$ cat src/rtl/pulse_arb_pkg.sv
// Shared types and constants for the pulse arbiter.
// The optional drop counter is enabled with the PULSE_ARB_DROP_CNT_EN macro.
package pulse_arb_pkg;

  typedef enum logic [1:0] {
    IDLE      = 2'd0,
    GRANT     = 2'd1,
    WAIT_DONE = 2'd2
  } arb_state_e;

  localparam int DROP_CNT_W = 8;

  // Number of set bits in a vector of up to 16 channels.
  function automatic logic [4:0] count_ones(input logic [15:0] v);
    logic [4:0] n;
    n = '0;
    for (int i = 0; i < 16; i++) begin
      n = n + {4'b0000, v[i]};
    end
    return n;
  endfunction

endpackage

$ cat src/rtl/pulse_arb_rr_pick.sv
// Round-robin search: first pending channel after last_id, wrapping modulo N_REQ.
module rr_pick
  import pulse_arb_pkg::*;
#(
  parameter int N_REQ = 4,
  parameter int ID_W  = 2
) (
  input  logic [N_REQ-1:0] pend_vec,
  input  logic [ID_W-1:0]  last_id,
  output logic             found,
  output logic [ID_W-1:0]  next_id
);

  // Channel index reached by stepping off positions past base.
  function automatic int wrap_idx(input int base, input int off);
    int s;
    s = base + off;
    if (s >= N_REQ) s = s - N_REQ;
    return s;
  endfunction

  logic [ID_W-1:0] cand;

  // Walk offsets from farthest to nearest so the nearest pending channel wins.
  always_comb begin
    found   = 1'b0;
    next_id = '0;
    cand    = '0;
    for (int off = N_REQ; off >= 1; off--) begin
      cand = ID_W'(wrap_idx(int'(last_id), off));
      if (pend_vec[cand]) begin
        found   = 1'b1;
        next_id = cand;
      end
    end
  end

endmodule

$ cat src/rtl/pulse_arb.sv
// Pulse arbiter: turns rising edges of level requests into pending events and
// grants a shared resource round-robin, one job at a time.
// Grant handshake: grant_vld pulses for exactly one cycle when a job is issued;
// busy stays high until res_done is sampled high in WAIT_DONE, which releases
// the resource. res_done is ignored at every other time.
// Optional feature: define PULSE_ARB_DROP_CNT_EN to add the drop_cnt output.
module pulse_arb
  import pulse_arb_pkg::*;
#(
  parameter int N_REQ = 4,
  parameter int ID_W  = $clog2(N_REQ)
) (
  input  logic             clk,
  input  logic             rst,
  input  logic [N_REQ-1:0] req_lvl,
  input  logic             res_done,
  input  logic             clr_err,
  output logic             grant_vld,
  output logic [ID_W-1:0]  grant_id,
  output logic             busy,
  output logic [N_REQ-1:0] pend_vec,
  output logic [N_REQ-1:0] ovf_err,
  output arb_state_e       state_dbg
`ifdef PULSE_ARB_DROP_CNT_EN
  ,
  output logic [DROP_CNT_W-1:0] drop_cnt
`endif
);

  arb_state_e       state_q, state_d;
  logic [N_REQ-1:0] lvl_q, pend_q, ovf_q;
  logic [N_REQ-1:0] rise, grant_clr, drop_vec, pend_d, ovf_d;
  logic [ID_W-1:0]  last_id_q, grant_id_q, pick_id;
  logic             pick_found, grant_take;

  assign rise = req_lvl & ~lvl_q;

  rr_pick #(
    .N_REQ (N_REQ),
    .ID_W  (ID_W)
  ) u_pick (
    .pend_vec (pend_q),
    .last_id  (last_id_q),
    .found    (pick_found),
    .next_id  (pick_id)
  );

  // State register; reset abandons any outstanding grant.
  always_ff @(posedge clk) begin
    if (!rst) state_q <= IDLE;
    else      state_q <= state_d;
  end

  // Next state and state-decoded outputs.
  always_comb begin
    state_d    = state_q;
    grant_take = 1'b0;
    grant_vld  = 1'b0;
    busy       = 1'b0;
    case (state_q)
      IDLE: begin
        if (pick_found) begin
          state_d    = GRANT;
          grant_take = 1'b1;
        end
      end
      GRANT: begin
        grant_vld = 1'b1;
        busy      = 1'b1;
        state_d   = WAIT_DONE;
      end
      WAIT_DONE: begin
        busy = 1'b1;
        if (res_done) state_d = IDLE;
      end
      default: state_d = IDLE;
    endcase
  end

  // Pending/overflow update: a grant clears its bit, a rise re-sets it, and a
  // rise onto a bit that stays pending is dropped and flagged.
  always_comb begin
    grant_clr = grant_take ? (N_REQ'(1) << pick_id) : '0;
    drop_vec  = rise & pend_q & ~grant_clr;
    pend_d    = (pend_q & ~grant_clr) | rise;
    ovf_d     = (clr_err ? '0 : ovf_q) | drop_vec;
  end

  // Edge-detect history, pending events and sticky overflow flags.
  always_ff @(posedge clk) begin
    if (!rst) begin
      lvl_q  <= '0;
      pend_q <= '0;
      ovf_q  <= '0;
    end else begin
      lvl_q  <= req_lvl;
      pend_q <= pend_d;
      ovf_q  <= ovf_d;
    end
  end

  // Granted channel and round-robin pointer, both captured on grant entry.
  always_ff @(posedge clk) begin
    if (!rst) begin
      grant_id_q <= '0;
      last_id_q  <= ID_W'(N_REQ - 1);
    end else if (grant_take) begin
      grant_id_q <= pick_id;
      last_id_q  <= pick_id;
    end
  end

  assign grant_id  = grant_id_q;
  assign pend_vec  = pend_q;
  assign ovf_err   = ovf_q;
  assign state_dbg = state_q;

`ifdef PULSE_ARB_DROP_CNT_EN
  logic [DROP_CNT_W-1:0] drop_cnt_q, cnt_base, drop_cnt_d;
  logic [DROP_CNT_W:0]   drop_sum;
  logic [4:0]            drop_pop;

  // Saturating sum of drops; a clear restarts from zero but same-edge drops still count.
  always_comb begin
    drop_pop   = count_ones(16'(drop_vec));
    cnt_base   = clr_err ? '0 : drop_cnt_q;
    drop_sum   = {1'b0, cnt_base} + (DROP_CNT_W + 1)'(drop_pop);
    drop_cnt_d = drop_sum[DROP_CNT_W] ? '1 : drop_sum[DROP_CNT_W-1:0];
  end

  // Drop counter register.
  always_ff @(posedge clk) begin
    if (!rst) drop_cnt_q <= '0;
    else      drop_cnt_q <= drop_cnt_d;
  end

  assign drop_cnt = drop_cnt_q;
`endif

endmodule

$ cat config.mk
export PLATFORM = sky130hd
export DESIGN_NAME = pulse_arb
export DESIGN_NICKNAME = d
export VERILOG_FILES = /design/src/rtl/pulse_arb_pkg.sv /design/src/rtl/pulse_arb_rr_pick.sv /design/src/rtl/pulse_arb.sv
export SDC_FILE = /design/constraint.sdc
export NUM_CORES = 1
export LEC_CHECK = 0
export CORE_AREA = 2 2 42 44
export CTS_BUF_LIST = sky130_fd_sc_hd__clkbuf_8 sky130_fd_sc_hd__clkbuf_16
export DETAILED_ROUTE_END_ITERATION = 10
export DIE_AREA = 0 0 44 46
export DONT_BUFFER_PORTS = 1
export GPL_ROUTABILITY_DRIVEN = 0
export GPL_TIMING_DRIVEN = 0
export PLACE_DENSITY_LB_ADDON = 0.25
export SLEW_MARGIN = 10
export SYNTH_ARGS = -nofsm -noshare
export SYNTH_HDL_FRONTEND = slang
export SYNTH_SLANG_ARGS = --single-unit
$ cat constraint.sdc
create_clock -name clk -period 1.6 [get_ports clk]
set_input_delay 0.32 -clock clk [delete_from_list [all_inputs] [get_ports clk]]
set_output_delay 0.32 -clock clk [all_outputs]
set_load 0.005 [all_outputs]
-- Word-level counts from Yosys, hierarchy flattened
Index checks and enable logic that the tools add are counted.
- bits in latches: 0
- output and inout port bits: 14
- register bits: 18
- bits in writable memories: 0
- input port bits: 8
- memories: 0
- memory bits (read-only): 0
- bitwise operators: 8
- shift operators: 1
- mux-type cells: 29
- eq/ne operators: 4
- $mul: 0
- divide/modulo/power cells: 0
- add/sub/neg operators: 8
- reductions and logical operators: 3
- magnitude comparators: 8
- operators by type and width (cell ; count):
    $mux 2 ; 10
    $and 4x4->4 ; 4
    $lt 2x3->1 const B ; 4
    $mux 1 ; 12
    $ge 3x3->1 const B ; 3
    $bmux 1 s2 ; 4
    $mux 4 ; 2
    $not 4->4 ; 2
    $or 4x4->4 ; 2
    $sub 2x1->2 const B ; 4
    $add 2x2->3 const B ; 2
    $pmux 2 s3 ; 1
    $add 2x3->4 const B ; 1
    $ge 4x3->1 const B ; 1
    $ne 2x2->1 const B ; 2
    $shl 1x2->4 const A ; 1
    $add 2x1->3 const B ; 1
    $eq 2x1->1 const B ; 1
    $eq 2x2->1 const B ; 1
    $logic_not 2->1 ; 1
    $reduce_and 2->1 ; 1
    $reduce_or 2->1 ; 1

-- Logic depth before layout (Yosys ltp)
Gate-level depths: netlist of run 1.
- depth in word-level cells: 15
- gate-level depth with buffers: 6

-- Cells and area by module
Synthesis of run 1 repeated with hierarchy kept, for this count alone.
- cell total of the unflattened synthesis: 82
- area total of the unflattened synthesis: 793.3 um^2
- modules (own cells, without submodules) (module ; cells an instance ; area each (um^2) ; times used):
    pulse_arb ; 68 ; 701.9 ; 1
    rr_pick ; 14 ; 91.3 ; 1

-- Worst setup path before layout of run 1
OpenSTA, ideal clock, no wires.
- path type: register to register
- start point: register state_q[0], in the netlist state_dbg[0]
- end point: register state_q[0], in the netlist state_dbg[0]
- required time: 1.484 ns
- path slack: 0.290 ns
- data arrival time: 1.194 ns
- path buffers: 0
- clock period less this slack: 1.310 ns
- cell stages (with the launch flop): 7
- library setup time: 0.116 ns
- cell sequence: dfxtp_1 > inv_1 > ha_1 > nor2b_1 > a21oi_1 > mux2i_1 > nor2b_1
- cells in the longest elaborated chain, start to end: 3
- ends and longest elaborated chain (item ; RTL line ; text):
    from (decl) ; pulse_arb.sv:30 ; arb_state_e state_q, state_d;
    from (signal assigned) ; pulse_arb.sv:51 ; else state_q <= state_d;
    $eq 2x2->1 / $logic_not 2->1 (equally long branches) ; pulse_arb.sv:60 ; case (state_q)
    $ne 2x2->1 (no line) ; n/a ;
    $reduce_and 2->1 (no line) ; n/a ;
Parallel ways exist; a longest one is shown, timed or not.
A chain may end at the register's enable or synchronous reset.

-- Worst setup path after layout of run 1
- start point: register state_q[0], in the netlist state_dbg[0]
- end point: register pend_q[2], in the netlist pend_vec[2]
- cells in the longest elaborated chain, start to end: 6
- ends and longest elaborated chain (item ; RTL line ; text):
    $logic_not 2->1 ; pulse_arb.sv:60 ;
    $mux 1 ; pulse_arb.sv:60 ;
    $mux 4 ; pulse_arb.sv:83 ; grant_clr = grant_take ? (N_REQ'(1) << pick_id) : '0;
    $not 4->4 ; pulse_arb.sv:85 ; pend_d = (pend_q & ~grant_clr) | rise;
    $and 4x4->4 ; pulse_arb.sv:85 ;
    $or 4x4->4 ; pulse_arb.sv:85 ;
    to (signal assigned) ; pulse_arb.sv:97 ; pend_q <= pend_d;
    to (decl) ; pulse_arb.sv:31 ; logic [N_REQ-1:0] lvl_q, pend_q, ovf_q;
Every way passes these cells.

==> results of run 1 <==
==> timing repair <==
action / 4_1_cts / 5_1_grt
setup buffers: 0 / 1
gates resized for setup: 0 / 2
setup endpoints to repair: 0 / 1
==> cell usage in the layout (no fill, tap or decap), types with 2 or more instances in the layout <==
master                      n
sky130_fd_sc_hd__inv_1      3
sky130_fd_sc_hd__o21ai_1    7
sky130_fd_sc_hd__dfxtp_1   18
sky130_fd_sc_hd__nor2b_1    7
sky130_fd_sc_hd__a21boi_1   3
sky130_fd_sc_hd__and2_1     4
sky130_fd_sc_hd__clkbuf_1   2
sky130_fd_sc_hd__nand2_1   13
sky130_fd_sc_hd__nor2_1     5
sky130_fd_sc_hd__mux2i_1    2
sky130_fd_sc_hd__clkbuf_8   4
sky130_fd_sc_hd__ha_1       3
sky130_fd_sc_hd__nand2b_1   2
sky130_fd_sc_hd__nand3_1    4
==> state kept, by name, indices dropped and copies added, names as in the netlist <==
| name | cells |
|---|---|
| lvl_q | 4 |
| state_dbg | 2 |
| last_id_q | 2 |
| pend_vec | 4 |
| ovf_err | 4 |
| grant_id | 2 |
==> layout make-up <==
class	count	share of cell area (%)
multi-input cells	71	51.3
flip-flops and latches	18	37.0
clock buffers	4	5.65
well taps	17	2.18
plain buffers	3	1.93
inverters	3	1.16
repair buffers	1	0.770
==> kinds of logic after synthesis <==
logic type      count (synthesis)
mux                             3
simple gates                   41
compound gates                 23
flops                          18
fa+ha+maj                       4
buf+inv                         6
==> per-stage QoR <==
stage | TNS [ns] | cell area (um2) | total power [mW] | hold slack, ns
3_3_place_gp | 0 | 906 | 1.02 | 0.445
4_1_cts | 0 | 961 | 1.41 | 0.180
3_5_place_dp | 0 | 906 | 1.04 | 0.446
5_1_grt | -0.0118 | 975 | 1.51 | 0.177
6_report | 0 | 975 | 1.42 | 0.182
2_1_floorplan | 0 | 885 | 0.957 | 0.442
==> power breakdown <==
part	total (mW)	switching, mW	leakage [nW]	internal (mW)
combinational	0.453	0.250	0.208	0.203
clock	0.372	0.153	0.0288	0.219
sequential	0.598	0.0800	0.149	0.518
total	1.42	0.483	0.386	0.940
==> final timing paths <==
kind	from	end	depth (start not counted)
hold / removal	req_lvl[2]	lvl_q[2]$_SDFF_PN0_	1
setup / recovery	state_dbg[0]$_SDFFE_PN0P_	pend_vec[2]$_SDFF_PN0_	6
hold reg to reg	ovf_err[3]$_SDFF_PN0_	ovf_err[3]$_SDFF_PN0_	2
setup reg to reg	state_dbg[0]$_SDFFE_PN0P_	pend_vec[2]$_SDFF_PN0_	6
==> worst register-to-register path, cell delays in order, from the launching register on <==
cell	delay [ns]
sky130_fd_sc_hd__dfxtp_1	0.35
sky130_fd_sc_hd__inv_1	0.12
sky130_fd_sc_hd__ha_2	0.22
sky130_fd_sc_hd__inv_1	0.06
sky130_fd_sc_hd__a311o_1	0.42
sky130_fd_sc_hd__o21ai_2	0.17
sky130_fd_sc_hd__a21boi_1	0.09
==> per-layer routing <==
metal | GRT usage [%] | vias to the layer above | share of wire, %
met1 | 20.9 | 321 | 42
met5 | 0 | - | 0
met3 | 5.16 | 4 | 4.7
met2 | 33.2 | 15 | 52
met4 | 13.3 | 0 | 1.8
li1 | - | 335 | -
==> results.yml, run 1 <==
sta:
  finalWorstPathRequiredPeriod_ns: 1.55
  final-hold-violation-count: 0
  setup_slack_ns: 0.0536
  period_utilization_pct: 96.7
  finalMaxSlewViolations: 0
  max_clock_freq_mhz: 647
  tightest_slew_ns: 0.413
  clock_skew_ns: 0.00443
  final-setup-viol-count: 0
  slew_headroom_pct: 72.3
worst_setup_path:
  cp.buffers_inverters: 2
  crit_path_max_fanout: 5
  biggest_cell_delay_along_the_critical_path_ns: 0.42
  crit_path_frequent_cell: "sky130_fd_sc_hd__inv_1"
  cp_data_required_time_ns: 1.75
  cp-start-kind: "register"
  worst-endpoint-arrival_ns: 1.69
  reg2reg_slack_ns: 0.05
  crit_path_cell_trace: "inv_1 -> ha_2 -> inv_1 -> a311o_1 -> o21ai_2 -> a21boi_1"
  setup.worst_path.end_class: "register"
  setup.worst_path.class: "register to register"
  critical_path.top_delay_family: "compound AO/OA/AOI/OAI gates"
  crit_path_top_delay_cell: "sky130_fd_sc_hd__a311o_1"
drt:
  drt_wl_total_um: 1750
  drt-vias-per-instance: 5.77
  drc: 0
  vias: 675
  final_antenna_net_count: 0
  dr.first_iter.drc_count: 8
  detail_route.first_pass.iterations: 4
  post_drt_wl_per_cell_um: 14.9
synthesis:
  multiplexer_share_of_the_synthesized_area_pct: 3.82
  post_synth_instance_area_um2: 885
  ys_ff_latch: 18
  synth.yosys.seq_area_share_pct: 40.7
  synth_enable_flop_cells: 0
  synth_async_sr_flop_share_pct: 0
  ys_top_cells_by_area: "sky130_fd_sc_hd__dfxtp_1 41%, sky130_fd_sc_hd__ha_1 5.7%, sky130_fd_sc_hd__nand2_1 5.5%"
  synth-simple-area-share_pct: 26.3
  mean_instance_size_in_the_synthesized_netlist_um2: 9.31
  synth_top_area_share_pct: 40.7
  post_synthesis_adder_cell_area_fraction_pct: 5.66
  synthMostInstantiatedCell: "sky130_fd_sc_hd__dfxtp_1"
  syn-instance-count: 95
  synth_nets: 107
  ys.flop_type: "sky130_fd_sc_hd__dfxtp_1"
  synth_top_cell_by_area: "sky130_fd_sc_hd__dfxtp_1"
  synthTopCellsByCount: "18 x sky130_fd_sc_hd__dfxtp_1, 13 x sky130_fd_sc_hd__nand2_1, 8 x sky130_fd_sc_hd__o21ai_1, 7 x sky130_fd_sc_hd__nor2b_1, 5 x sky130_fd_sc_hd__nor2_1"
  yosysWarnings: 0
  main_combinational_cell_family_by_area_after_synthesis: "simple AND/OR/NAND/NOR gates"
  xor_xnor_portion_of_the_synthesized_cell_area_pct: 0
  post_synth_num_cell_types: 33
  synth_compound_gate_area_share_pct: 20.1
layout:
  syn2layout_area_growth_pct: 10.2
  seq_area_um2: 360
  diodes: 0
  multi_input_area_um2: 500
  nets: 113
  drive_above_1_share_pct: 18.0
  stdcell_count: 117
  num-fill-cells: 141
  finish.utilization_pct: 60.4
floorplan:
  floorplan.rows: 15
  design.die.area_um2: 2020
  top_level_ports: 22
  die_width_um: 44
  initial_core_util_pct: 54.8
  fp.coreArea_um2: 1610
  die_height_um: 46
place:
  dp.final_hpwl_um: 1250
  io_buffer_count: 0
  pre_cts_slack_ns: 0.144
  dp_cells: 112
outcome:
  status: "completed"
clocking:
  cts.path.max_buffers: 2
  cts_inserted_buffers: 3
  cts_tree: "done"
  clk_root_buffer_cell: "sky130_fd_sc_hd__clkbuf_8"
  htree_levels: 1
  ctsHoldBuffers: 0
  clock_pin_slew_on_the_worst_setup_and_hold_paths_ns: 0.07
  insertion_delay_ns: 0.26
  cts.sinks: 18
grt:
  global_route.usage.total_pct: 19.4
  largest_net_degree_at_the_start_of_global_routing: 11
  globalRoute.totalOverflow: 0
  grt_antenna_before_repair: 0
  via_count_of_the_first_global_routing_pass: 666
  grt_first_pass_wirelength_um: 2770
power:
  cellLeakagePower_nw: 0.386
  ir_worst_vdd_mv: 0.741
  power-per-cell-area_nw_per_um2: 1460
worst_hold_path:
  min_delay_path_class: "input port to register"
run:
  max_cap_viol_count: 0
Power figures use the tool's default switching activity.
==> run 2, diff against run 1 <==
--- a/config.mk
+++ b/config.mk
@@ -5,14 +5,16 @@
 export SDC_FILE = /design/constraint.sdc
 export NUM_CORES = 1
 export LEC_CHECK = 0
-export CORE_AREA = 2 2 42 44
+export ABC_AREA = 1
+export CORE_AREA = 2 2 44 46
 export CTS_BUF_LIST = sky130_fd_sc_hd__clkbuf_8 sky130_fd_sc_hd__clkbuf_16
 export DETAILED_ROUTE_END_ITERATION = 10
-export DIE_AREA = 0 0 44 46
+export DIE_AREA = 0 0 46 48
 export DONT_BUFFER_PORTS = 1
 export GPL_ROUTABILITY_DRIVEN = 0
 export GPL_TIMING_DRIVEN = 0
 export PLACE_DENSITY_LB_ADDON = 0.25
+export SKIP_CTS_REPAIR_TIMING = 1
 export SLEW_MARGIN = 10
 export SYNTH_ARGS = -nofsm -noshare
 export SYNTH_HDL_FRONTEND = slang
==> run 2 against run 1 <==
Net effect:
- global-route usage up 0.78 points
- power is 72% higher
- clock skew up 0.00086 ns
- via count up 31%
- register-to-register slack about the same
- core utilization increased by 9.8 points
- first-iteration DRC count is 110% higher
- non-clock buffer count unchanged
- final cell count grew 42%
- area after synthesis up 12%
- setup slack lost 0.013 ns
- critical path depth is 7 higher
==> results.yml, run 2 <==
synthesis:
  ys_ff_latch: 18
  synth.yosys.seq_area_share_pct: 36.2
  synth_enable_flop_cells: 0
  post_synth_instance_area_um2: 995
  synth_async_sr_flop_share_pct: 0
  synthMostInstantiatedCell: "sky130_fd_sc_hd__nand2_1"
  post_synth_num_cell_types: 20
  synth_top_area_share_pct: 36.2
  ys_top_cells_by_area: "sky130_fd_sc_hd__dfxtp_1 36%, sky130_fd_sc_hd__nand2_1 16%, sky130_fd_sc_hd__nand2_2 8.2%"
  synth_nets: 154
  synth_top_cell_by_area: "sky130_fd_sc_hd__dfxtp_1"
  mean_instance_size_in_the_synthesized_netlist_um2: 7.00
  yosysWarnings: 0
  syn-instance-count: 142
  ys.flop_type: "sky130_fd_sc_hd__dfxtp_1"
  synthTopCellsByCount: "43 x sky130_fd_sc_hd__nand2_1, 20 x sky130_fd_sc_hd__inv_1, 18 x sky130_fd_sc_hd__dfxtp_1, 13 x sky130_fd_sc_hd__a21oi_1, 13 x sky130_fd_sc_hd__nand2_2"
drt:
  drt-vias-per-instance: 5.33
  detail_route.first_pass.iterations: 4
  dr.first_iter.drc_count: 17
  final_antenna_net_count: 0
  wl_met1_um: 913
  drc: 0
  post_drt_wl_per_cell_um: 12.7
  detailroute.wirelength.met2_um: 1080
  wl_met3_um: 108
  vias: 884
  top_layer: "met4"
  drt_wl_total_um: 2120
layout:
  stdcell_count: 166
  final_common_cell: "sky130_fd_sc_hd__nand2_1"
  drive_above_1_share_pct: 38.9
  layout_common_cells: "30 x sky130_fd_sc_hd__nand2_1, 22 x sky130_fd_sc_hd__nand2_2, 16 x sky130_fd_sc_hd__inv_1"
  diodes: 0
  syn2layout_area_growth_pct: 19.2
  num-fill-cells: 145
  finalInstanceArea_um2: 1190
  nets: 162
sta:
  fin_worst_hold_slack_ns: 0.160
  finalSetupTns_ns: 0
  slew_headroom_pct: 76.7
  tightest_slew_ns: 0.349
  final-hold-violation-count: 0
  finalMaxSlewViolations: 0
  max_clock_freq_mhz: 641
  final-setup-viol-count: 0
  finalWorstPathRequiredPeriod_ns: 1.56
  rsz0062_at_grt: "true"
  setup_slack_ns: 0.0403
  period_utilization_pct: 97.5
  clock_skew_ns: 0.00530
grt:
  largest_net_degree_at_the_start_of_global_routing: 11
  globalRoute.totalOverflow: 0
  grt_antenna_before_repair: 0
  via_count_of_the_first_global_routing_pass: 757
  grt_first_pass_wirelength_um: 3170
  global_route.usage.total_pct: 20.2
clocking:
  cts_tree: "done"
  cts.path.max_buffers: 2
  cts_inserted_buffers: 3
  htree_levels: 1
  insertion_delay_ns: 0.25
  cts.sinks: 18
  clock_pin_slew_on_the_worst_setup_and_hold_paths_ns: 0.07
  clk_root_buffer_cell: "sky130_fd_sc_hd__clkbuf_8"
floorplan:
  initial_core_util_pct: 58.9
  design.die.area_um2: 2210
  die_width_um: 46
  top_level_ports: 22
  fp.coreArea_um2: 1690
  floorplan.rows: 15
  die_height_um: 48
worst_setup_path:
  setup.worst_path.end_class: "register"
  capture_instance_of_the_worst_register_to_register_path: "pend_vec[0]$_SDFF_PN0_"
  cp.buffers_inverters: 2
  crit_path_cell_trace: "inv_8 -> nand2_2 -> nand2_4 -> nand2_2 -> nand2_2 -> inv_2 -> nand2_1 -> nand2_1 -> nand2_2 -> nor2_4 -> nand2_2 -> nand2_1 -> a21oi_1"
  worst-endpoint-arrival_ns: 1.69
  biggest_cell_delay_along_the_critical_path_ns: 0.42
  crit_path_max_fanout: 8
  setup.worst_path.class: "register to register"
  cp-start-kind: "register"
  reg2regPathDepth: 13
  crit_path_frequent_cell: "sky130_fd_sc_hd__nand2_2"
  reg2reg_slack_ns: 0.04
  cp_data_required_time_ns: 1.73
  worst_r2r_startpoint: "last_id_q[0]$_SDFFE_PN1P_"
  critical_path.top_delay_family: "simple AND/OR/NAND/NOR gates"
  crit_path_top_delay_cell: "sky130_fd_sc_hd__dfxtp_4"
power:
  ir_worst_vdd_mv: 1.12
  power-per-cell-area_nw_per_um2: 2060
  cellLeakagePower_nw: 0.558
run:
  max_cap_viol_count: 0
worst_hold_path:
  worst_hold_depth: 2
  min_delay_path_class: "input port to register"
  hold_path_startpoint: "req_lvl[2]"
  min_to: "lvl_q[2]$_SDFF_PN0_"
outcome:
  status: "completed"
place:
  dp.final_hpwl_um: 1510
  dp_cells: 159
  pre_cts_slack_ns: -0.0326
  io_buffer_count: 0
  post_place_cell_area_um2: 1020
==> run 2: worst reg2reg max path, delay by kind of cell, from the launching register on <==
family,cells,cell delay [ns]
simple gates,10,0.85
flops,1,0.42
buf+inv,2,0.13
compound gates,1,0.05
==> run 2: logic make-up after synthesis <==
| kind of cell | after synthesis | synth area share, % |
|---|---|---|
| and+or+nand+nor | 76 | 38.9 |
| AOI/OAI and AO/OA | 19 | 10.2 |
| DFF | 18 | 36.2 |
| buffers and inverters | 25 | 9.69 |
| adders and majority gates | 4 | 5.03 |
==> run 2: how the worst max path moves through the flow <==
stage / slack, ns / start / cells past startpoint / to
6_report: 0.04 / last_id_q[0]$_SDFFE_PN1P_ / 13 / pend_vec[0]$_SDFF_PN0_
5_1_grt: -0.06 / last_id_q[0]$_SDFFE_PN1P_ / 13 / pend_vec[0]$_SDFF_PN0_
4_1_cts: -0.06 / last_id_q[0]$_SDFFE_PN1P_ / 11 / last_id_q[0]$_SDFFE_PN1P_
3_5_place_dp: -0.03 / last_id_q[0]$_SDFFE_PN1P_ / 13 / ovf_err[0]$_SDFF_PN0_
3_3_place_gp: 0.04 / last_id_q[0]$_SDFFE_PN1P_ / 13 / ovf_err[0]$_SDFF_PN0_
2_1_floorplan: 0.18 / last_id_q[0]$_SDFFE_PN1P_ / 13 / pend_vec[0]$_SDFF_PN0_
==> run 2: final cells by class <==
class	instances	area, um2	share of cell area (%)
Clock buffer	4	55.1	4.64
Timing Repair Buffer	3	22.5	1.90
Multi-Input combinational cell	99	603	50.8
Tap cell	17	21.3	1.79
Inverter	24	103	8.65
Sequential cell	18	378	31.9
Buffer	1	3.75	0.316
==> run 2: routing by layer <==
layer / track usage, % / up-vias
met5: 0 / -
met4: 5.14 / 0
met3: 6.79 / 4
met2: 32.5 / 23
met1: 26.1 / 408
li1: - / 449
==> run 2: per-stage QoR <==
step	utilization, %	total power, mW
global placement	60.1	1.76
floorplan	-	1.61
global route	70.2	2.63
detailed placement	60.1	1.81
finish	70.2	2.44
CTS	63.4	2.19
==> run 2: power breakdown <==
group | total [mW] | internal [mW] | leakage (nW) | switching (mW)
Sequential | 0.684 | 0.564 | 0.151 | 0.120
Combinational | 1.39 | 0.507 | 0.378 | 0.882
Clock | 0.367 | 0.219 | 0.0288 | 0.149
==> run 3, diff against run 2 <==
--- a/config.mk
+++ b/config.mk
@@ -14,6 +14,7 @@
 export GPL_ROUTABILITY_DRIVEN = 0
 export GPL_TIMING_DRIVEN = 0
 export PLACE_DENSITY_LB_ADDON = 0.25
+export RECOVER_POWER = 50
 export SKIP_CTS_REPAIR_TIMING = 1
 export SLEW_MARGIN = 10
 export SYNTH_ARGS = -nofsm -noshare
==> results of run 3 <==
Same layout as run 2: the final DEF is identical, and so are final timing and power.
